## src/rtl/hfifo.sv

```systemverilog
// Elastic FIFO between two 4-phase bundled-data channels.
// Optional input synchronisers let either neighbour run off clk.
module hfifo #(
  parameter int N = 1,
  parameter int DEPTH = 2,
  parameter int SYNC = 2,
  parameter logic [N-1:0] RdataVal = '0
) (
  input  logic                       clk,
  input  logic                       rst,
  input  logic                       r_i,
  output logic                       a_i,
  input  logic [N-1:0]               d_i,
  output logic                       r_o,
  input  logic                       a_o,
  output logic [N-1:0]               d_o,
  output logic [$clog2(DEPTH+1)-1:0] count,
  output logic                       full,
  output logic                       empty
);

  localparam int AW = (DEPTH > 1) ? $clog2(DEPTH) : 1;
  localparam int CW = $clog2(DEPTH+1);
  localparam logic [AW-1:0] LAST = AW'(DEPTH-1);
  localparam logic [CW-1:0] FULLV = CW'(DEPTH);

  typedef enum logic {IN_IDLE, IN_ACK} in_st_e;
  typedef enum logic [1:0] {
    OUT_IDLE, OUT_REQ, OUT_RTZ
  } out_st_e;

  logic r_s, a_s;

  if (SYNC == 0) begin : g_nosync
    assign r_s = r_i;
    assign a_s = a_o;
  end else begin : g_sync
    logic [SYNC-1:0] r_sync_q, r_sync_d;
    logic [SYNC-1:0] a_sync_q, a_sync_d;

    always_comb begin
      r_sync_d = r_sync_q;
      a_sync_d = a_sync_q;
      r_sync_d[0] = r_i;
      a_sync_d[0] = a_o;
      for (int i = 1; i < SYNC; i++) begin
        r_sync_d[i] = r_sync_q[i-1];
        a_sync_d[i] = a_sync_q[i-1];
      end
    end

    always_ff @(posedge clk or negedge rst) begin
      if (!rst) begin
        r_sync_q <= '0;
        a_sync_q <= '0;
      end else begin
        r_sync_q <= r_sync_d;
        a_sync_q <= a_sync_d;
      end
    end

    assign r_s = r_sync_q[SYNC-1];
    assign a_s = a_sync_q[SYNC-1];
  end

  in_st_e in_st_q, in_st_d;
  out_st_e out_st_q, out_st_d;
  logic [AW-1:0] wptr_q, wptr_d;
  logic [AW-1:0] rptr_q, rptr_d;
  logic [CW-1:0] count_q, count_d;
  logic full_q, full_d;
  logic empty_q, empty_d;
  logic a_i_q, a_i_d;
  logic r_o_q, r_o_d;
  logic [N-1:0] d_o_q, d_o_d;
  logic [N-1:0] mem_q [DEPTH];
  logic push, pop;

  always_comb begin
    in_st_d = in_st_q;
    a_i_d = a_i_q;
    push = 1'b0;
    unique case (in_st_q)
      IN_IDLE: begin
        if (r_s && !full_q) begin
          push = 1'b1;
          a_i_d = 1'b1;
          in_st_d = IN_ACK;
        end
      end
      IN_ACK: begin
        if (!r_s) begin
          a_i_d = 1'b0;
          in_st_d = IN_IDLE;
        end
      end
    endcase
  end

  always_comb begin
    out_st_d = out_st_q;
    r_o_d = r_o_q;
    d_o_d = d_o_q;
    pop = 1'b0;
    unique case (out_st_q)
      OUT_IDLE: begin
        if (!empty_q && !a_s) begin
          d_o_d = mem_q[rptr_q];
          r_o_d = 1'b1;
          out_st_d = OUT_REQ;
        end
      end
      OUT_REQ: begin
        if (a_s) begin
          r_o_d = 1'b0;
          pop = 1'b1;
          out_st_d = OUT_RTZ;
        end
      end
      OUT_RTZ: begin
        if (!a_s) out_st_d = OUT_IDLE;
      end
      default: begin
        r_o_d = 1'b0;
        out_st_d = OUT_IDLE;
      end
    endcase
  end

  always_comb begin
    wptr_d = wptr_q;
    rptr_d = rptr_q;
    count_d = count_q;
    if (push) wptr_d = (wptr_q == LAST) ? '0 : wptr_q + 1'b1;
    if (pop) rptr_d = (rptr_q == LAST) ? '0 : rptr_q + 1'b1;
    unique case ({push, pop})
      2'b10: count_d = count_q + 1'b1;
      2'b01: count_d = count_q - 1'b1;
      default: count_d = count_q;
    endcase
    full_d = (count_d == FULLV);
    empty_d = (count_d == '0);
  end

  always_ff @(posedge clk or negedge rst) begin
    if (!rst) begin
      in_st_q <= IN_IDLE;
      out_st_q <= OUT_IDLE;
      wptr_q <= '0;
      rptr_q <= '0;
      count_q <= '0;
      full_q <= 1'b0;
      empty_q <= 1'b1;
      a_i_q <= 1'b0;
      r_o_q <= 1'b0;
      d_o_q <= RdataVal;
    end else begin
      in_st_q <= in_st_d;
      out_st_q <= out_st_d;
      wptr_q <= wptr_d;
      rptr_q <= rptr_d;
      count_q <= count_d;
      full_q <= full_d;
      empty_q <= empty_d;
      a_i_q <= a_i_d;
      r_o_q <= r_o_d;
      d_o_q <= d_o_d;
    end
  end

  // Storage is never read before written, so it needs no reset.
  always_ff @(posedge clk) begin
    if (push) mem_q[wptr_q] <= d_i;
  end

  assign a_i = a_i_q;
  assign r_o = r_o_q;
  assign d_o = d_o_q;
  assign count = count_q;
  assign full = full_q;
  assign empty = empty_q;

endmodule
```

## config.mk

```make
export PLATFORM = sky130hd
export DESIGN_NAME = hfifo
export DESIGN_NICKNAME = d
export VERILOG_FILES = /design/src/rtl/hfifo.sv
export SDC_FILE = /design/constraint.sdc
export NUM_CORES = 1
export LEC_CHECK = 0
export ABC_AREA = 1
export BUFFER_PORTS_ARGS = -buffer_cell sky130_fd_sc_hd__buf_2
export CAP_MARGIN = 20
export CORE_ASPECT_RATIO = 1.2
export CORE_MARGIN = 3
export CORE_UTILIZATION = 34
export CTS_CLUSTER_DIAMETER = 100
export DETAILED_ROUTE_END_ITERATION = 10
export GPL_TIMING_DRIVEN = 0
export PLACE_DENSITY = 0.58
export SYNTH_ARGS = -nofsm -noshare
export SYNTH_HDL_FRONTEND = slang
export SYNTH_SLANG_ARGS = --single-unit
```

## constraint.sdc

```tcl
create_clock -name clk -period 3.7 [get_ports clk]
set_clock_uncertainty 0.05 [all_clocks]
set_input_delay 0.37 -clock clk [delete_from_list [all_inputs] [get_ports clk]]
set_output_delay 0.37 -clock clk [all_outputs]
set_load 0.01 [all_outputs]
```

==> metrics.txt, run 1 <==
outcome=finished, final reports clean; Mapped Nets=67; Synth-to-Final Area Change=16.7%; pre-CTS setup slack=between 2000 and 2500 ps; CP Cell Sequence=nor2_1, nand2_1, ha_1, inv_1, nand3_2, nand2_2, nand2_2, nor2_2; Setup Total Neg Slack=0 ps; IO Port Bufs=11; CTS tree=done; average wire per standard cell=10.4 um; setup slack after layout=~2200 ps; worst-skew pair later-pin latency=about 290 ps; Post-synth ARST share=88.9%; vias per cell=4.57; Hold WC Path Type=in2reg; dominant cells by area after synthesis=dfrtp_1 (55%), edfxtp_1 (8.7%), inv_1 (6.5%); CP endpoint kind=register; cts bufs inserted=3; final setup vio count=0; Cell Count, Final, Fillers Out=96; CP Class=reg2reg; FMAX=661 MHz; Slew @ Worst Pin=between 300 and 400 ps; Cells after Synth=61; Max-Cap Viols=0; clock root buffer=clkbuf_4; Lkg Pwr=roughly 0.00041 uW; arrival time at the worst endpoint=1690 ps; RePlAce Congestion=0.661; Post-CTS Resized=0; post-layout min period=1510 ps; Iteration-0 DRC Markers=2; CP delay by family, top=simple AND/OR/NAND/NOR gates; initial core utilization=roughly 37%; Cells after DPL=just over 90; P per Cell Area=~730 nW/um^2; share of cells above drive strength 1=a little over a quarter; Slew Limit Fails=0; most used cell, CP=nand2_2; drt pass-1 iters=2; Ports=12; drt drc=0; Core Region=1870 um^2; antenna cells=0; initial antenna violation count=0; crit path buf inv count=1; total grt overflow=0; period utilisation layout=40.9%; DR vias=~440; top cell type's share of synthesized area=about 55%; hpwl dp=766 um; WP data required=3870 ps; Reg clk slew, reported paths=100 ps; Final Core Density=42.9%; Final ANT Viol Nets=0; Worst Hold Slack=roughly 120 ps; Hold Vio Cnt, Final=0; Die W=about 47 um; Cell Area, Synth=688 um^2; first-pass GRT wire length=1720 um; All-Layer GR Usage=a little under a tenth; yosys warns=0; number of global-route vias before repair=roughly 440; flop and latch count out of synthesis=18; Worst VDD drop=0.288 mV; CTS Sinks=18; nets=84; Die Ht=55.3 um; leading area contributor after synthesis=dfrtp_1; slowest stage delay, CP=410 ps; Seq/Total Area, Yosys=67.1%; Max clock buf depth=2; crit start category=register; total number of H-tree levels=1; commonest cells in the netlist=dfrtp_1 (15), inv_1 (12), nand2_1 (7), nor2_1 (5), nand2_2 (3); Avg Synthesized Cell Area=11.3 um^2; slew margin rel.=between 70% and 80%; RSZ-0062 raised after global routing=no; slowest CP cell=dfrtp_1; overall die area=2600 um^2; Rows=17; maximum net fanout on the critical path=5; largest net degree at the start of global routing=17; ys flop type=dfrtp_1; count leader, synth=dfrtp_1; Netlist cell types=19; Total Wirelength=approximately 1000 um; Post-synth EDFFs=2
[flip-flops by register name (all words and copies together) (netlist names)]
name             count
mem_q                2
d_o                  1
out_st_q             2
wptr_q               1
a_i                  1
empty                1
r_o                  1
g_sync.a_sync_q      2
rptr_q               1
g_sync.r_sync_q      2
in_st_q              1
full                 1
count                2
[cells by family (layout without fill, tap and decap cells)]
| logic type | after synthesis | count (layout) | share of synthesized area, % |
|---|---|---|---|
| AOI/OAI and AO/OA | 7 | 7 | 5.82 |
| xor gates and xnor gates | 3 | 3 | 3.82 |
| adders and majority gates | 1 | 1 | 1.82 |
| buffers and inverters | 12 | 28 | 6.54 |
| DFF | 18 | 18 | 67.1 |
| and+or+nand+nor | 20 | 20 | 14.9 |
[final cells by class]
cell class,count,area [um^2]
repair buffers,12,65.1
fillers,193,1070
multi-input cells,31,181
inverters,12,45.0
clock buffers,4,26.3
flip-flops and latches,18,462
well taps,19,23.8
[repair_timing]
| action | CTS | global route |
|---|---|---|
| endpoints found under the setup margin | 0 | 0 |
| setup buffers | 0 | 0 |
| hold endpoints to repair | 15 | 0 |
| hold buffers | 1 | 0 |
[routing by layer]
metal / part of all wire, % / vias to the layer above / global-route usage (%)
met5: 0 / - / 0
met4: 3.5 / 0 / 8.30
met3: 5.1 / 4 / 2.28
met2: 48 / 8 / 13.4
met1: 43 / 205 / 11.6
li1: - / 222 / -
[path summary, 6_finish.rpt]
check	start	endpoint	slack [ps]	cells after the start
max reg2reg	full$_DFF_PN0_	empty$_DFF_PN1_	2190	8
max in group asynchronous	rst	empty$_DFF_PN1_	2830	2
min	r_i	g_sync.r_sync_q[0]$_DFF_PN0_	120	1
max	full$_DFF_PN0_	empty$_DFF_PN1_	2190	8
min in group asynchronous	rst	g_sync.r_sync_q[1]$_DFF_PN0_	450	2
min reg2reg	g_sync.a_sync_q[0]$_DFF_PN0_	g_sync.a_sync_q[1]$_DFF_PN0_	300	0
[layout by cell type, fill, tap and decap left out]
cell type,synthesis,layout
nor2_1,5,5
ha_1,1,1
o21ai_0,2,2
dfrtp_1,15,15
xor2_1,1,1
inv_1,12,12
edfxtp_1,2,2
a21oi_1,2,2
nand3_1,2,2
nand2_1,7,7
dfstp_2,1,1
nand2_2,3,3
a21boi_0,1,1
buf_2,0,11
dlygate4sd3_1,0,1
o21ai_1,1,1
clkbuf_1,0,1
nand4_2,1,1
nand3_2,1,1
nor2_2,1,1
xnor2_1,2,2
clkbuf_4,0,3
a22oi_1,1,1
[metrics by stage]
| stage | power (uW) | area [um^2] |
|---|---|---|
| floorplan | 434 | 688 |
| global placement | 491 | 767 |
| detailed placement | 497 | 767 |
| CTS | 598 | 803 |
| global route | 637 | 803 |
| finish | 589 | 803 |
[where the power goes]
part	switching, uW	internal, uW
Clock	57.5	41.9
Combinational	110	79.0
Sequential	37.0	264
Total	204	384
Note: power is estimated with default switching activity, not from simulation.
==> run 2, diff against run 1 <==
--- a/config.mk
+++ b/config.mk
@@ -5,7 +5,7 @@
 export SDC_FILE = /design/constraint.sdc
 export NUM_CORES = 1
 export LEC_CHECK = 0
-export ABC_AREA = 1
+export ABC_AREA = 0
 export BUFFER_PORTS_ARGS = -buffer_cell sky130_fd_sc_hd__buf_2
 export CAP_MARGIN = 20
 export CORE_ASPECT_RATIO = 1.2
==> constraint.sdc (replaced) <==
create_clock -name clk -period 1.55 [get_ports clk]
set_clock_uncertainty 0.05 [all_clocks]
set_input_delay 0.155 -clock clk [delete_from_list [all_inputs] [get_ports clk]]
set_output_delay 0.155 -clock clk [all_outputs]
set_load 0.01 [all_outputs]
==> run 2 against run 1 <==
Effect of this change: total power rose to 2.6 times the previous value; critical path type unchanged; final area up 9.2%; core utilization up 3.4 points; critical endpoint unchanged; sequential cell count unchanged; critical path depth down 3; die area up 0.79%; register-to-register slack worse by 2100 ps; fmax up 2.2%; synthesized area up 0.91%; first-iteration DRC count unchanged; sequential share of layout area down 4.7 points; non-clock buffer count up 5; largest power group unchanged.
==> metrics.txt, run 2 <==
Netlist cell types=24 (+5); Cells after Synth=55 (-9.8%); ys flop type=dfrtp_1; Synth-to-Final Area Change=26.3%; arrival time at the worst endpoint=1660 ps (-30 ps); first-pass GRT wire length=1760 um (+2.4%); count leader, synth=dfrtp_1; Final ANT Viol Nets=0 (unchanged); All-Layer GR Usage=9.75% (+0.19 points); drt pass-1 iters=2 (unchanged); Slew Limit Fails=0 (unchanged); Iteration-0 DRC Markers=2 (unchanged); post-layout min period=1480 ps (-32.9 ps); P per Cell Area=1760 nW/um^2 (+140%); CP Class=reg2reg; Combinational Power Share=32.8% (+0.8 points); sequential share of power=49.0% (-2.1 points); antenna cells=0 (unchanged); Post-synth ARST share=88.9% (unchanged); initial antenna violation count=0 (unchanged); vias per cell=4.76 (+4.0%); hpwl dp=715 um (-6.7%); Mapped Nets=61 (-9.0%); flop and latch count out of synthesis=18 (unchanged); outcome=finished, final reports clean; commonest non-fill, non-tap cells in the layout=dfrtp_1 (14), buf_2 (11), nor2_1 (5); cts bufs inserted=3 (unchanged); Reg clk slew, reported paths=100 ps (about the same); Total Wirelength=1010 um (+0.90%); leading area contributor after synthesis=dfrtp_1; Seq/Total Area, Yosys=66.5% (-0.60 points); yosys warns=0 (unchanged); RSZ-0062 raised after global routing=no; period utilisation layout=95.5% (+55 points); Core Region=1890 um^2 (+1.1%); Die Ht=55.5 um (+0.40%); RR Startpoint=out_st_q[1]$_DFFE_PN0P_; largest net degree at the start of global routing=17 (unchanged); clock root buffer=clkbuf_4; average wire per standard cell=10.8 um (+3.0%); Rows=17 (unchanged); maximum net fanout on the critical path=5 (unchanged); CTS tree=done; Post-synth EDFFs=2 (unchanged); slew margin rel.=77.1% (+0.40 points); crit start category=register; Avg Synthesized Cell Area=12.6 um^2 (+12%); Int Pwr=1030 uW (+170%); worst-skew pair later-pin latency=290 ps (about the same); top cell type's share of synthesized area=54.1% (-0.49 points); Max-Cap Viols=0 (unchanged); share of cells above drive strength 1=30.7% (+3.4 points); number of global-route vias before repair=405 (-7.1%); Clk pwr share=18.2% (+1.3 points); Worst VDD drop=1.00 mV (+250%); total grt overflow=0 (unchanged); most common cell after layout, fill and taps aside=dfrtp_1; total number of H-tree levels=1 (unchanged); Psw=512 uW (+150%); RePlAce Congestion=0.714 (+8.1%); DR vias=447 (+1.8%); Slew @ Worst Pin=340 ps (-9.11 ps); Hold Vio Cnt, Final=0 (unchanged); crit path launch=out_st_q[1]$_DFFE_PN0P_; Lkg Pwr=0.000406 uW (-2.1%); Setup Total Neg Slack=0 ps (unchanged); overall die area=2620 um^2 (+0.79%); Hold WC Path Type=in2async; dominant cells by area after synthesis=dfrtp_1 (54%), edfxtp_1 (8.6%), xor2_1 (5.0%); drt drc=0 (unchanged); FMAX=675 MHz (+2.2%); Cell Area, Synth=694 um^2 (+0.91%); Final Core Density=46.3% (+3.4 points); nets=82 (-2.4%); Ports=12 (unchanged); Max clock buf depth=2 (unchanged); Die W=47.3 um (+0.39%); CTS Sinks=18 (unchanged); switching part of the total=33.1% (-1.6 points); commonest cells in the netlist=dfrtp_1 (15), nor2_1 (5), inv_1 (4), nand2_1 (4), xor2_1 (4); initial core utilization=36.7% (-0.083 points); WP data required=1730 ps (-2140 ps); CP endpoint kind=register; IO Port Bufs=11 (unchanged); final setup vio count=0 (unchanged)
==> run 2: cell types whose count changed after synthesis, sizes merged, moves of 2 or more <==
cell / change
nand2: -6
o21ai: -2
nand3: -3
inv: -7
xor2: +3
==> run 2: worst max-delay path: stages, from the launching register on <==
cell	delay (ps)
dfrtp_1	460
nor3b_4	290
ha_4	250
inv_1	100
nor3_1	60
a31o_2	210
==> run 2: path summary, 6_finish.rpt <==
kind,to,slack (ps),cells past startpoint
worst min-delay path,g_sync.a_sync_q[1]$_DFF_PN0_,240,2
worst max-delay path,empty$_DFF_PN1_,70,5
max in group asynchronous,empty$_DFF_PN1_,910,2
worst min register to register,g_sync.a_sync_q[1]$_DFF_PN0_,310,0
worst max register to register,empty$_DFF_PN1_,70,5
min in group clk,g_sync.a_sync_q[1]$_DFF_PN0_,310,0
==> run 2: area by class of cell <==
type	count	area [um^2]
tap	19	23.8
multi-input combinational	31	228
fill	169	1020
clock buffer	4	36.3
timing repair buffer	16	103
inverter	5	18.8
sequential	18	463
buffer	1	5.00
==> run 2: power by group through the flow <==
stage	registers (uW)	logic, uW	clock network, uW
2_1_floorplan	785	303	0
3_3_place_gp	757	469	0
3_5_place_dp	762	476	0
4_1_cts	754	485	297
5_1_grt	782	573	317
6_report	758	507	282
==> run 2: stage by stage <==
stage / hold slack (ps) / instance area, um^2 / total power [uW] / instances / setup WS (ps)
finish: 238 / 877 / 1550 / 94 / 69.0
global route: 265 / 877 / 1670 / 94 / 8.89
CTS: 233 / 850 / 1540 / 93 / 23.4
detailed placement: 33.3 / 773 / 1240 / 85 / 36.8
global placement: 36.5 / 773 / 1230 / 85 / 36.2
floorplan: -191 / 694 / 1090 / 55 / 97.1
==> run 2: kinds of logic after synthesis <==
group | Yosys count | share of synthesized area [%]
DFF | 18 | 66.5
and+or+nand+nor | 14 | 10.3
AOI/OAI and AO/OA | 8 | 7.75
xor gates and xnor gates | 7 | 8.83
buffers and inverters | 6 | 3.42
muxes | 1 | 1.44
adders and majority gates | 1 | 1.80
==> run 2: what timing repair did <==
item,in CTS,in global routing
buffers inserted,0,1
hold endpoints to repair,20,0
endpoints found under the setup margin,0,3
hold buffers,4,0
gates resized for setup,0,3
==> run 2: metal layers <==
layer  routed length (um)  global-route usage [%]  part of all wire [%]  vias up
met5                    0                       0                     0        -
li1                     -                       -                     -      222
met2                  444                    11.7                    44       13
met3                   57                    4.56                   5.6        4
met4                   36                    7.11                   3.6        0
met1                  475                    13.2                    47      208
==> run 3, diff against run 2 <==
--- a/config.mk
+++ b/config.mk
@@ -8,13 +8,12 @@
 export ABC_AREA = 0
 export BUFFER_PORTS_ARGS = -buffer_cell sky130_fd_sc_hd__buf_2
 export CAP_MARGIN = 20
-export CORE_ASPECT_RATIO = 1.2
 export CORE_MARGIN = 3
-export CORE_UTILIZATION = 34
+export CORE_UTILIZATION = 51
 export CTS_CLUSTER_DIAMETER = 100
 export DETAILED_ROUTE_END_ITERATION = 10
 export GPL_TIMING_DRIVEN = 0
-export PLACE_DENSITY = 0.58
+export PLACE_DENSITY = 0.79
 export SYNTH_ARGS = -nofsm -noshare
 export SYNTH_HDL_FRONTEND = slang
 export SYNTH_SLANG_ARGS = --single-unit
==> run 3 against run 2 <==
Effect of this change: clock power shrank 18%; routed wire length grew 12%; sequential share of layout area shrank 0.22 points; global-route usage grew 4.5 points; count of clock-buffer cells in the layout is the same; fmax shrank 0.71%; total power shrank 0.34%; final cell count shrank 3.2%; non-clock buffer count grew 2; worst hold slack gained 13 ps; sequential cell count is the same; first-iteration DRC count grew 50%; highest routed layer unchanged.
==> metrics.txt, run 3 (same netlist as run 2, synthesis figures left out) <==
cts bufs inserted=3 (unchanged); CP Cell Sequence=inv_2, nor3b_4, ha_4, inv_1, nor3_2, a31o_2; IO Port Bufs=11 (unchanged); nets=84 (+2.4%); All-Layer GR Usage=14.3% (+4.5 points); Iteration-0 DRC Markers=3 (+1); largest net degree at the start of global routing=17 (unchanged); Worst VDD drop=0.998 mV (-0.45%); Slew @ Worst Pin=347 ps (+6.93 ps); commonest non-fill, non-tap cells in the layout=dfrtp_1 (14), buf_2 (11), nor2_1 (5); RePlAce Congestion=0.696 (-2.5%); antenna cells=0 (unchanged); slew margin rel.=76.9% (-0.25 points); final setup vio count=0 (unchanged); first-pass GRT wire length=1940 um (+10%); Ports=12 (unchanged); Final ANT Viol Nets=0 (unchanged); DR vias=467 (+4.5%); worst-skew pair later-pin latency=280 ps (about the same); Reg clk slew, reported paths=100 ps (about the same); share of cells above drive strength 1=32.5% (+1.8 points); maximum net fanout on the critical path=5 (unchanged); Max clock buf depth=2 (unchanged); Worst Hold Slack=251 ps (+13.3 ps); Core Region=1190 um^2 (-37%); initial core utilization=58.5% (+22 points); CP Class=reg2reg; arrival time at the worst endpoint=1670 ps (about the same); WP data required=1720 ps (about the same); total number of H-tree levels=1 (unchanged); CP endpoint kind=register; hpwl dp=766 um (+7.2%); Die Ht=42.9 um (-23%); average wire per standard cell=12.5 um (+16%); crit start category=register; slowest stage delay, CP=420 ps (-40 ps); Slew Limit Fails=0 (unchanged); FMAX=670 MHz (-0.71%); Overall Power=1540 uW (-0.34%); Final Core Density=74.3% (+28 points); Rows=12 (-5); P per Cell Area=1750 nW/um^2 (-0.77%); post-layout min period=1490 ps (+10.7 ps); slowest CP cell=dfrtp_2; clock root buffer=clkbuf_4; Total Wirelength=1140 um (+12%); total grt overflow=0 (unchanged); Hold WC Path Type=in2async; vias per cell=5.13 (+7.9%); most common cell after layout, fill and taps aside=dfrtp_1; CTS Sinks=18 (unchanged); number of global-route vias before repair=483 (+19%); Synth-to-Final Area Change=26.8%; initial antenna violation count=0 (unchanged); drt drc=0 (unchanged); drt pass-1 iters=4 (+2); Hold Vio Cnt, Final=0 (unchanged); Lkg Pwr=0.000412 uW (+1.4%); Max-Cap Viols=0 (unchanged); overall die area=1840 um^2 (-30%); outcome=finished, final reports clean; CTS tree=done; period utilisation layout=96.2% (+0.69 points); Die W=42.9 um (-9.2%)
-- run 3: changes by cell type in the layout (fill, tap and decap cells not counted) --
cell | before | now
clkbuf_1 | 0 | 1
clkbuf_8 | 1 | 0
nor3_2 | 0 | 1
buf_4 | 1 | 3
nor3_1 | 1 | 0
-- run 3: cell type report --
| type | instances | area (um^2) |
|---|---|---|
| sequential | 18 | 463 |
| fill | 83 | 305 |
| multi-input combinational | 31 | 233 |
| timing repair buffer | 18 | 118 |
| clock buffer | 4 | 26.3 |
| inverter | 5 | 18.8 |
| tap | 14 | 17.5 |
| buffer | 1 | 5.00 |
-- run 3: worst paths after layout --
path,slack (ps),cells after the start,startpoint,endpoint
max reg2reg,60,6,out_st_q[0]$_DFFE_PN0P_,empty$_DFF_PN1_
min reg2reg,310,0,g_sync.r_sync_q[0]$_DFF_PN0_,g_sync.r_sync_q[1]$_DFF_PN0_
min in group clk,310,0,g_sync.r_sync_q[0]$_DFF_PN0_,g_sync.r_sync_q[1]$_DFF_PN0_
max in group asynchronous,900,2,rst,empty$_DFF_PN1_
min,250,2,rst,d_o$_DFFE_PN0P_
max,60,6,out_st_q[0]$_DFFE_PN0P_,empty$_DFF_PN1_
-- run 3: routing by layer --
layer	GRT usage, %	wire, um
met1	15.5	459
met2	24.9	605
met3	2.54	57
met4	9.32	13
met5	0	0
-- run 3: worst max-delay path, delay by kind of cell, from the launching register on --
family / cells / cell delay, ps
AO/OA/AOI/OAI: 1 / 220
buffers and inverters: 2 / 180
AND/OR/NAND/NOR: 2 / 310
adder cells (fa/ha/maj): 1 / 250
flip-flops: 1 / 420
-- run 3: report_power, final --
group          switching [uW]  total (uW)  internal (uW)
clock                     133         232           99.8
combinational             269         548            279
sequential                129         760            631
-- run 3: timing repair --
action,4_1_cts,5_1_grt
hold buffers,3,1
gates resized for setup,3,1
hold endpoints to repair,17,2
setup endpoints to repair,1,2
setup buffers,1,2
pin swaps,0,1
-- run 3: stage by stage --
step / TNS (ps) / cell area (um^2) / std cells / worst slack, ps
6_report: 0 / 881 / 91 / 58.3
5_1_grt: -22.1 / 881 / 91 / -13.1
4_1_cts: 0 / 851 / 88 / 23.6
3_5_place_dp: -23.5 / 767 / 80 / -23.5
3_3_place_gp: 0 / 767 / 80 / 51.4
2_1_floorplan: 0 / 694 / 55 / 97.1
